**config.mk**
```make
export PLATFORM = sky130hd
export DESIGN_NAME = issue_select
export DESIGN_NICKNAME = d
export VERILOG_FILES = /design/src/rtl/issue_select.sv
export SDC_FILE = /design/constraint.sdc
export NUM_CORES = 1
export LEC_CHECK = 0
export CAP_MARGIN = 0
export CORE_ASPECT_RATIO = 1.5
export CORE_MARGIN = 2
export CORE_UTILIZATION = 55
export DETAILED_ROUTE_END_ITERATION = 16
export PLACE_DENSITY_LB_ADDON = 0.12
export SYNTH_ARGS = -nofsm -noshare
export SYNTH_HDL_FRONTEND = slang
export SYNTH_SLANG_ARGS = --single-unit
```
**constraint.sdc**
```tcl
create_clock -name clk -period 7.8 [get_ports clk]
set_input_delay 1.95 -clock clk [delete_from_list [all_inputs] [get_ports clk]]
set_output_delay 1.95 -clock clk [all_outputs]
set_load 0.005 [all_outputs]
```
**src/rtl/issue_select.sv**
```systemverilog
// Oldest-first select/grant scheduler for the integer issue queue: per-entry valid, tags, free count.
// Define ISSUE_SELECT_AGE_EN for age-matrix ordering; otherwise lowest index wins (no age flops).
module issue_select #(
    parameter int ISSUE_NUM  = 4,
    parameter int PRF_WIDTH  = 6,
    parameter int CIQ_DEPTH  = 16,
    parameter int ADDR_WIDTH = 4
) (
    input  logic                                 clk,
    input  logic                                 rst,
    input  logic [ISSUE_NUM-1:0]                 alloc_valid,
    input  logic [ISSUE_NUM-1:0][ADDR_WIDTH-1:0] alloc_addr,
    input  logic [ISSUE_NUM-1:0][PRF_WIDTH-1:0]  alloc_prd,
    input  logic [CIQ_DEPTH-1:0]                 entry_rdy,
    input  logic [ISSUE_NUM-1:0]                 port_stall,
    input  logic                                 flush,
    output logic [ISSUE_NUM-1:0]                 arbit_grant,
    output logic [ISSUE_NUM-1:0][ADDR_WIDTH-1:0] arbit_addr,
    output logic [ISSUE_NUM-1:0][PRF_WIDTH-1:0]  arbit_prd,
    output logic [CIQ_DEPTH-1:0]                 entry_free,
    output logic [ADDR_WIDTH:0]                  free_cnt
);
    localparam int CNT_W = ADDR_WIDTH + 1;

    logic [CIQ_DEPTH-1:0]                 valid_reg, valid_next;
    logic [PRF_WIDTH-1:0]                 prd_mem [CIQ_DEPTH];
    logic [CIQ_DEPTH-1:0]                 alloc_hit;
    logic [CIQ_DEPTH-1:0]                 remaining, eligible, grant_mask;
    logic [ISSUE_NUM-1:0]                 sel_valid;
    logic [ISSUE_NUM-1:0][ADDR_WIDTH-1:0] sel_addr;
    logic [CNT_W-1:0]                     grant_cnt, alloc_cnt, free_cnt_next;

    logic [ISSUE_NUM-1:0]                 arbit_grant_reg;
    logic [ISSUE_NUM-1:0][ADDR_WIDTH-1:0] arbit_addr_reg;
    logic [ISSUE_NUM-1:0][PRF_WIDTH-1:0]  arbit_prd_reg;
    logic [CIQ_DEPTH-1:0]                 entry_free_reg;
    logic [CNT_W-1:0]                     free_cnt_reg;

`ifdef ISSUE_SELECT_AGE_EN
    localparam int LANE_W = (ISSUE_NUM > 1) ? $clog2(ISSUE_NUM) : 1;
    logic [CIQ_DEPTH-1:0] age_reg [CIQ_DEPTH];
    logic [LANE_W-1:0]    alloc_lane [CIQ_DEPTH];
`endif

    // Decode allocation lanes onto entries; a higher lane hitting the same entry wins.
    always_comb begin
        alloc_hit = '0;
        alloc_cnt = '0;
`ifdef ISSUE_SELECT_AGE_EN
        for (int e = 0; e < CIQ_DEPTH; e++) alloc_lane[e] = '0;
`endif
        for (int p = 0; p < ISSUE_NUM; p++) begin
            if (alloc_valid[p]) begin
                alloc_hit[alloc_addr[p]] = 1'b1;
                alloc_cnt = alloc_cnt + 1'b1;
`ifdef ISSUE_SELECT_AGE_EN
                alloc_lane[alloc_addr[p]] = LANE_W'(p);
`endif
            end
        end
    end

    // Port loop: each unstalled port takes the oldest remaining candidate.
    always_comb begin
        remaining  = valid_reg & entry_rdy;
        eligible   = '0;
        grant_mask = '0;
        sel_valid  = '0;
        sel_addr   = '0;
        grant_cnt  = '0;
        for (int p = 0; p < ISSUE_NUM; p++) begin
`ifdef ISSUE_SELECT_AGE_EN
            for (int i = 0; i < CIQ_DEPTH; i++) begin
                eligible[i] = remaining[i];
                for (int j = 0; j < CIQ_DEPTH; j++) begin
                    if (remaining[j] && age_reg[j][i]) eligible[i] = 1'b0;
                end
            end
`else
            eligible = remaining;
`endif
            if (!port_stall[p]) begin
                for (int i = CIQ_DEPTH - 1; i >= 0; i--) begin
                    if (eligible[i]) begin
                        sel_valid[p] = 1'b1;
                        sel_addr[p]  = ADDR_WIDTH'(i);
                    end
                end
            end
            if (sel_valid[p]) begin
                remaining[sel_addr[p]]  = 1'b0;
                grant_mask[sel_addr[p]] = 1'b1;
                grant_cnt               = grant_cnt + 1'b1;
            end
        end
    end

    assign valid_next    = (valid_reg & ~grant_mask) | alloc_hit;
    assign free_cnt_next = free_cnt_reg + grant_cnt - alloc_cnt;

`ifdef ISSUE_SELECT_AGE_EN
    // A new entry is younger than everything valid before the edge and than lower lanes.
    generate
        for (genvar gi = 0; gi < CIQ_DEPTH; gi++) begin : g_age_row
            logic [CIQ_DEPTH-1:0] age_row_next;
            always_comb begin
                age_row_next = age_reg[gi];
                for (int j = 0; j < CIQ_DEPTH; j++) begin
                    if (alloc_hit[j])
                        age_row_next[j] = alloc_hit[gi] ? (alloc_lane[gi] < alloc_lane[j])
                                                        : valid_reg[gi];
                    else if (alloc_hit[gi])
                        age_row_next[j] = 1'b0;
                end
            end
            always_ff @(posedge clk) begin
                if (rst)
                    age_reg[gi] <= '0;
                else if (!flush)
                    age_reg[gi] <= age_row_next;
            end
        end
    endgenerate
`endif

    always_ff @(posedge clk) begin
        if (!rst && !flush) begin
            for (int p = 0; p < ISSUE_NUM; p++) begin
                if (alloc_valid[p]) prd_mem[alloc_addr[p]] <= alloc_prd[p];
            end
        end
    end

    always_ff @(posedge clk) begin
        if (rst) begin
            valid_reg       <= '0;
            arbit_grant_reg <= '0;
            arbit_addr_reg  <= '0;
            arbit_prd_reg   <= '0;
            entry_free_reg  <= '0;
            free_cnt_reg    <= CNT_W'(CIQ_DEPTH);
        end else if (flush) begin
            valid_reg       <= '0;
            arbit_grant_reg <= '0;
            entry_free_reg  <= '0;
            free_cnt_reg    <= CNT_W'(CIQ_DEPTH);
        end else begin
            valid_reg       <= valid_next;
            arbit_grant_reg <= sel_valid;
            entry_free_reg  <= grant_mask;
            free_cnt_reg    <= free_cnt_next;
            for (int p = 0; p < ISSUE_NUM; p++) begin
                if (sel_valid[p]) begin
                    arbit_addr_reg[p] <= sel_addr[p];
                    arbit_prd_reg[p]  <= prd_mem[sel_addr[p]];
                end
            end
        end
    end

    assign arbit_grant = arbit_grant_reg;
    assign arbit_addr  = arbit_addr_reg;
    assign arbit_prd   = arbit_prd_reg;
    assign entry_free  = entry_free_reg;
    assign free_cnt    = free_cnt_reg;
endmodule

```
After elaboration in Yosys (flattened, before gate mapping)
Memory sizes are Yosys's and may differ from the RTL's. A register that Yosys moved wholly into a read port is not among the register bits.
Cells that the tools add are included.

cells by class
  add/sub/neg operators = 8
  multipliers = 0
  div/mod/pow operators = 0
  order comparisons = 16
  equality and inequality tests = 0
  shift operators = 0
  multiplexer cells = 183
  bitwise logic cells = 17
  reductions and logical operators = 16

operator list
  cell                 count
  $mux 4               68
  $mux 16              11
  $or 16x16->16        7
  $mux 1               90
  $and 16x16->16       5
  $not 16->16          4
  $lt 4x5->1 const B   8
  $demux 1 s4          8
  $ge 4x1->1 const B   8
  $add 5x1->5 const B  6
  $mux 5               6
  $logic_and 1x1->1    9
  $reduce_and 2->1     4
  $add 5x5->5          1
  $sub 5x5->5          1
  $logic_not 1->1      2
  $reduce_or 2->1      1
  $not 1->1            1

word-level totals
  register bits = 57
  bits in latches = 0
  bits in writable memories = 96
  bits in read-only memories = 0
  input port bits = 67
  logic and storage cells = 249
  memories = 1

memory list
  memory   words  width  rd ports  clocked after Yosys merged registers in  wr ports  line  RTL
  prd_mem  16     6      4         4                                        4         26    logic [PRF_WIDTH-1:0] prd_mem [CIQ_DEPTH];

Depth between registers and ports, before layout
  depth in word-level cells = 99
  gate-level depth with buffers = 28
  gate-level depth less buffers = 23

Least setup slack after synthesis
OpenSTA, ideal clock, no wires.

  path kind = input port to flip-flop
  start = in entry_rdy[11]
  end = reg free_cnt_reg[4], in the netlist free_cnt[4]
  data arrival time = 6.897 ns
  path slack = 0.775 ns
  stages = 24
  path buffers = 2
  path through = a22o_1 -> a311o_1 -> or2_1 -> buf_2 -> a21oi_4 -> a21oi_2 -> o2111a_2 -> a211o_2 -> o21ai_4 -> a311oi_4 -> o31ai_4 -> nand3_1 -> o211ai_1 -> and2_1 -> buf_4 -> a41oi_2 -> mux2i_1 -> fa_1 -> inv_1 -> fa_1 -> a21o_1 -> a21oi_1 -> xnor2_1 -> nand2_1

on the way
  cells in the longest elaborated chain, start to end = 89
  elaborated cells between the ends (all ways) = 145
  classes of those cells = 5 x add/sub; 6 x order compare; 124 x mux; 7 x bitwise; 3 x reduce/logical

RTL lines
  element                                                         line  RTL
  start, declared                                                 14    input logic [CIQ_DEPTH-1:0] entry_rdy,
  $and 16x16->16 *                                                65    remaining = valid_reg & entry_rdy;
  $mux 4 (12 in series)                                           84    if (eligible[i]) begin
  $mux 4                                                          82    if (!port_stall[p]) begin
  $lt 4x5->1 (not written as such) or $ge 4x1->1 (tied branches)  91    remaining[sel_addr[p]] = 1'b0;
  $logic_and 1x1->1 (not written as such)                         91
  $mux 1 (not written as such)                                    91
  $demux 1 s4                                                     91
  $not 16->16 (no source line)                                    --
  (+47 left out)                                                  --
  $not 16->16 (no source line)                                    --
  $and 16x16->16 (no source line)                                 --
  $mux 16                                                         90    if (sel_valid[p]) begin
  $mux 1 (16 in series)                                           84
  $mux 1                                                          82
  $mux 5 *                                                        90
  $add 5x5->5 *                                                   99    assign free_cnt_next = free_cnt_reg + grant_cnt - alloc_cnt;
  $sub 5x5->5 *                                                   99
  end signal, assigned                                            141   free_cnt_reg <= CNT_W'(CIQ_DEPTH);
  end signal, assigned                                            146   free_cnt_reg <= CNT_W'(CIQ_DEPTH);
  end signal, assigned                                            151   free_cnt_reg <= free_cnt_next;
  end, declared                                                   37    logic [CNT_W-1:0] free_cnt_reg;

Mark *: on every way between the ends. The rest lies on a longest branch, timed or not.
A chain may end at the register's enable or synchronous reset.

Final worst setup path
  start = in entry_rdy[0]
  end = reg entry_free_reg[11], in the netlist entry_free[11]

on the way
  cells in the longest elaborated chain, start to end = 81
  elaborated cells between the ends (all ways) = 143
  classes of those cells = 8 x order compare; 121 x mux; 10 x bitwise; 4 x reduce/logical

RTL lines
  element                                                         line    RTL
  $and 16x16->16 *                                                65
  $mux 4                                                          84
  $mux 4                                                          82
  $lt 4x5->1 (not written as such) or $ge 4x1->1 (tied branches)  91, 92
  $logic_and 1x1->1 (not written as such)                         91, 92
  $mux 1 (not written as such)                                    91, 92
  $demux 1 s4                                                     91, 92
  $not 16->16 (no source line)                                    --
  (+50 left out)                                                  --
  $mux 4 (16 in series)                                           84
  $mux 4                                                          82
  $lt 4x5->1 (not written as such) or $ge 4x1->1 (tied branches)  92      grant_mask[sel_addr[p]] = 1'b1;
  $logic_and 1x1->1 (not written as such)                         92
  $mux 1 (not written as such)                                    92
  $demux 1 s4                                                     92
  $or 16x16->16 (no source line)                                  --
  $mux 16 *                                                       90
  end signal, assigned                                            150     entry_free_reg <= grant_mask;
  end, declared                                                   36      logic [CIQ_DEPTH-1:0] entry_free_reg;

Marks and branches as above.

==> results by group <==
Run status
  • Status: finished, final reports clean

Logic synthesis
  • Cell count after synthesis: 1,851
  • Synth unique cells: 104
  • Yosys warns: 0
  • Syn Area/Cell: 8.28 um2
  • Sequential share of the synthesized area: 29.4%
  • Syn Nets: 1,933
  • Number of flops mapped to enable cells by yosys: 96
  • Largest family of logic cells by synthesized area: compound AO/OA/AOI/OAI gates
  • Post-synthesis adder-cell area fraction: 1.42%
  • Mux cell area share after synthesis: 20.8%
  • FF+latch count, synth: 177
  • Ys async rst share: 0%
  • Synth Area in Compound Gates: 24.7%
  • Main synth FF type: edfxtp_1
  • Synth Area in XOR/XNOR: 0.629%
  • Synthesized cell area: 0.0153 mm2
  • Synth Area in Simple Gates: 18.9%

Place
  • # placed instances: 2,387
  • GP Congestion: 1.06
  • Pre-CTS WS: -0.115 ns
  • Buffers on Ports: 131
  • Dpl hpwl: 50,800 um

Global route
  • Initial antenna violation count: 0
  • Vias in the first global route: 16,053
  • Grt ovf: 0
  • Aggregate global-route resource usage: 45.4%
  • Global-route wire length before repair: 100,000 um
  • Largest net degree at the start of global routing: 51

Clock network
  • CTS tree: done
  • Total CTS buffers: 17
  • CTS root buffer: clkbuf_16
  • Skew-Pair Late Insertion Delay: 0.46 ns
  • Clk pin slew, worst setup/hold paths: 0.07 ns
  • CTS HTree Levels: 4
  • CTS Sinks: 177
  • Max Root-Sink Buffers: 2

Floorplan
  • Die Y-Extent: 208 um
  • Die W: 140 um
  • Standard-cell rows: 74
  • Initial Util: 56.1%
  • Die area: 0.0292 mm2
  • Core footprint: 0.0273 mm2
  • Ports: 132

Setup path
  • R2r startpoint: valid_reg[0]
  • Crit path max fanout: 29
  • Most Frequent Cell on Critical Path: buf_4
  • CP max-delay cell: a2111oi_0
  • Crit-path cells: clkdlybuf4s50_1, buf_4, a221o_1, nor3_1, nand2_1, nor3_2, nor2_1, nor4_2, buf_4, nor2b_1, nand3_1, a311oi_4, buf_4, o31a_2, buf_4, a21oi_1, o211a_1, o211a_4, nor2_8, buf_12, nor2_1, a2111oi_0, buf_4, nor2_1
  • WS Path Type: in2reg
  • CP Data Required Time: 8.09 ns
  • Max incr delay on CP: 0.70 ns
  • Startpoint Class: primary input
  • Critical Path Sink Type: flop
  • Crit path arrival time: 7.85 ns
  • Crit path from: entry_rdy[0]

Timing
  • Setup ws final: 0.240 ns
  • Tcrit/Tclk final: 96.9%
  • Clk_skew: 0.0126 ns
  • Final hold viol count: 0
  • Worst slew margin: 8.04%
  • RSZ-0062 raised after global routing: no
  • Setup violations, final: 0
  • Slew Limit Fails: 0
  • Slew at the pin closest to its max-slew limit: 1.38 ns
  • FMAX: 132 MHz
  • Fin crit period: 7.56 ns

Run
  • Max Cap Violations: 0

Cells and area
  • Final cell count without fillers: 2,420
  • Fin nets: 2,147
  • Layout cells sized above 1: 20.0%
  • Area Growth Syn to Fin: 21.5%
  • Core Util, Final: 68.1%
  • Largest register FFs: 96
  • Diode count: 0

Route
  • DRC: 0
  • Pre-Repair DR Iteration Count: 6
  • DRT Wirelength: 67,000 um
  • Wire length per cell: 27.7 um
  • Post-DRT Antenna Nets: 0
  • Via/cell ratio: 6.91
  • Initial drt markers: 2,194
  • Vias: 16,712

Power
  • Final Power: 2.76 mW
  • Worst VDD drop: 143 uV
  • PwrDens: 148 mW/mm2
  • LEAKAGE: 7.42 nW

Hold path
  • Hold Path Origin: arbit_prd[0]
  • Hold Path Class: reg2reg
==> synthesized netlist by cell type, types with 10 or more instances <==
| master | count | area [um2] |
|---|---|---|
| a211oi_1 | 31 | 233 |
| a21oi_1 | 115 | 576 |
| a221oi_1 | 12 | 105 |
| a222oi_1 | 24 | 240 |
| a22o_1 | 10 | 87.6 |
| a22oi_1 | 23 | 173 |
| a311oi_1 | 12 | 105 |
| a31o_2 | 16 | 140 |
| a31oi_1 | 14 | 87.6 |
| a32oi_1 | 14 | 123 |
| and2_1 | 18 | 113 |
| and3_1 | 13 | 81.3 |
| buf_1 | 10 | 37.5 |
| buf_2 | 11 | 55.1 |
| clkbuf_1 | 99 | 372 |
| dfxtp_1 | 81 | 1620 |
| edfxtp_1 | 96 | 2880 |
| ha_1 | 11 | 138 |
| inv_1 | 19 | 71.3 |
| mux2_2 | 116 | 1310 |
| mux2i_1 | 185 | 1850 |
| nand2_1 | 340 | 1280 |
| nand2b_1 | 13 | 81.3 |
| nand3_1 | 33 | 165 |
| nand4_1 | 10 | 62.6 |
| nor2_1 | 137 | 514 |
| nor2b_1 | 25 | 156 |
| nor3_1 | 27 | 135 |
| o211ai_1 | 20 | 150 |
| o21ai_0 | 142 | 711 |
==> power breakdown <==
group	total [mW]	switching, mW	internal (mW)
clock network	0.873	0.443	0.430
registers	1.06	0.0367	1.02
logic	0.833	0.476	0.357
total	2.76	0.955	1.81
==> cells in the final DEF (no fill, tap or decap), types with 8 or more instances in the layout <==
master	count
a31oi_1	14
edfxtp_1	96
o211ai_1	20
a22oi_1	23
and2_1	18
a21o_1	8
dfxtp_1	81
ha_1	11
clkbuf_16	17
a21oi_1	113
o21ai_0	141
a211oi_1	30
o21ai_1	8
nor2_1	135
inv_1	19
buf_4	191
nand4_1	10
mux2_2	116
nor3_1	26
and3_1	13
nand2_1	339
a31o_2	16
a22o_1	10
clkdlybuf4s50_1	130
nand2b_1	13
o22ai_1	8
a311oi_1	11
a221oi_1	12
nand3_1	33
a222oi_1	24
mux2i_1	185
nor2b_1	25
a32oi_1	14
==> routing by layer <==
metal / part of all wire (%) / track usage [%] / vias up
met4: 9.1 / 32.6 / 0
met5: 0 / 0 / -
met2: 46 / 73.5 / 1301
met3: 11 / 9.90 / 378
li1: - / - / 7345
met1: 34 / 52.9 / 7688
==> cells by family after synthesis <==
group / Yosys count
other: 2
flip-flops: 177
buffers and inverters: 148
AO/OA/AOI/OAI: 542
multiplexers: 303
XOR/XNOR: 11
AND/OR/NAND/NOR: 653
adder cells (fa/ha/maj): 15
==> worst max-delay path, delay by kind of cell <==
family          cells  cell delay [ns]
simple gates       10             1.75
buf+inv             7             1.94
compound gates      7             2.19
==> path summary, 6_finish.rpt <==
| check | to | cells past startpoint | slack, ns |
|---|---|---|---|
| worst max-delay path | entry_free[11] | 24 | 0.24 |
| worst min-delay path | arbit_prd[0] | 2 | 0.46 |
| worst max register to register | entry_free[11] | 23 | 1.76 |
| worst min register to register | arbit_prd[0] | 2 | 0.46 |
==> through the flow <==
stage | hold slack, ns | area (um2) | setup TNS (ns)
after floorplan | 0.448 | 15300 | 0
after global placement | 0.439 | 18000 | 0
after detailed placement | 0.449 | 18000 | -0.242
after CTS | 0.459 | 18600 | 0
after global routing | 0.475 | 18600 | 0
final | 0.459 | 18600 | 0
==> final cells by class <==
type,count,area [um2]
clock buffers,18,429
fillers,2273,8710
multi-input cells,1526,10200
repair buffers,324,2780
flip-flops and latches,177,4500
clock inverters,14,158
inverters,19,71.3
well taps,342,428
==> timing repair <==
item                                    CTS  global route
endpoints found under the setup margin    0             4
gates resized for setup                   0             5
hold buffers                              0             0
buffers inserted                          0             1
(Power assumes the default switching activity.)
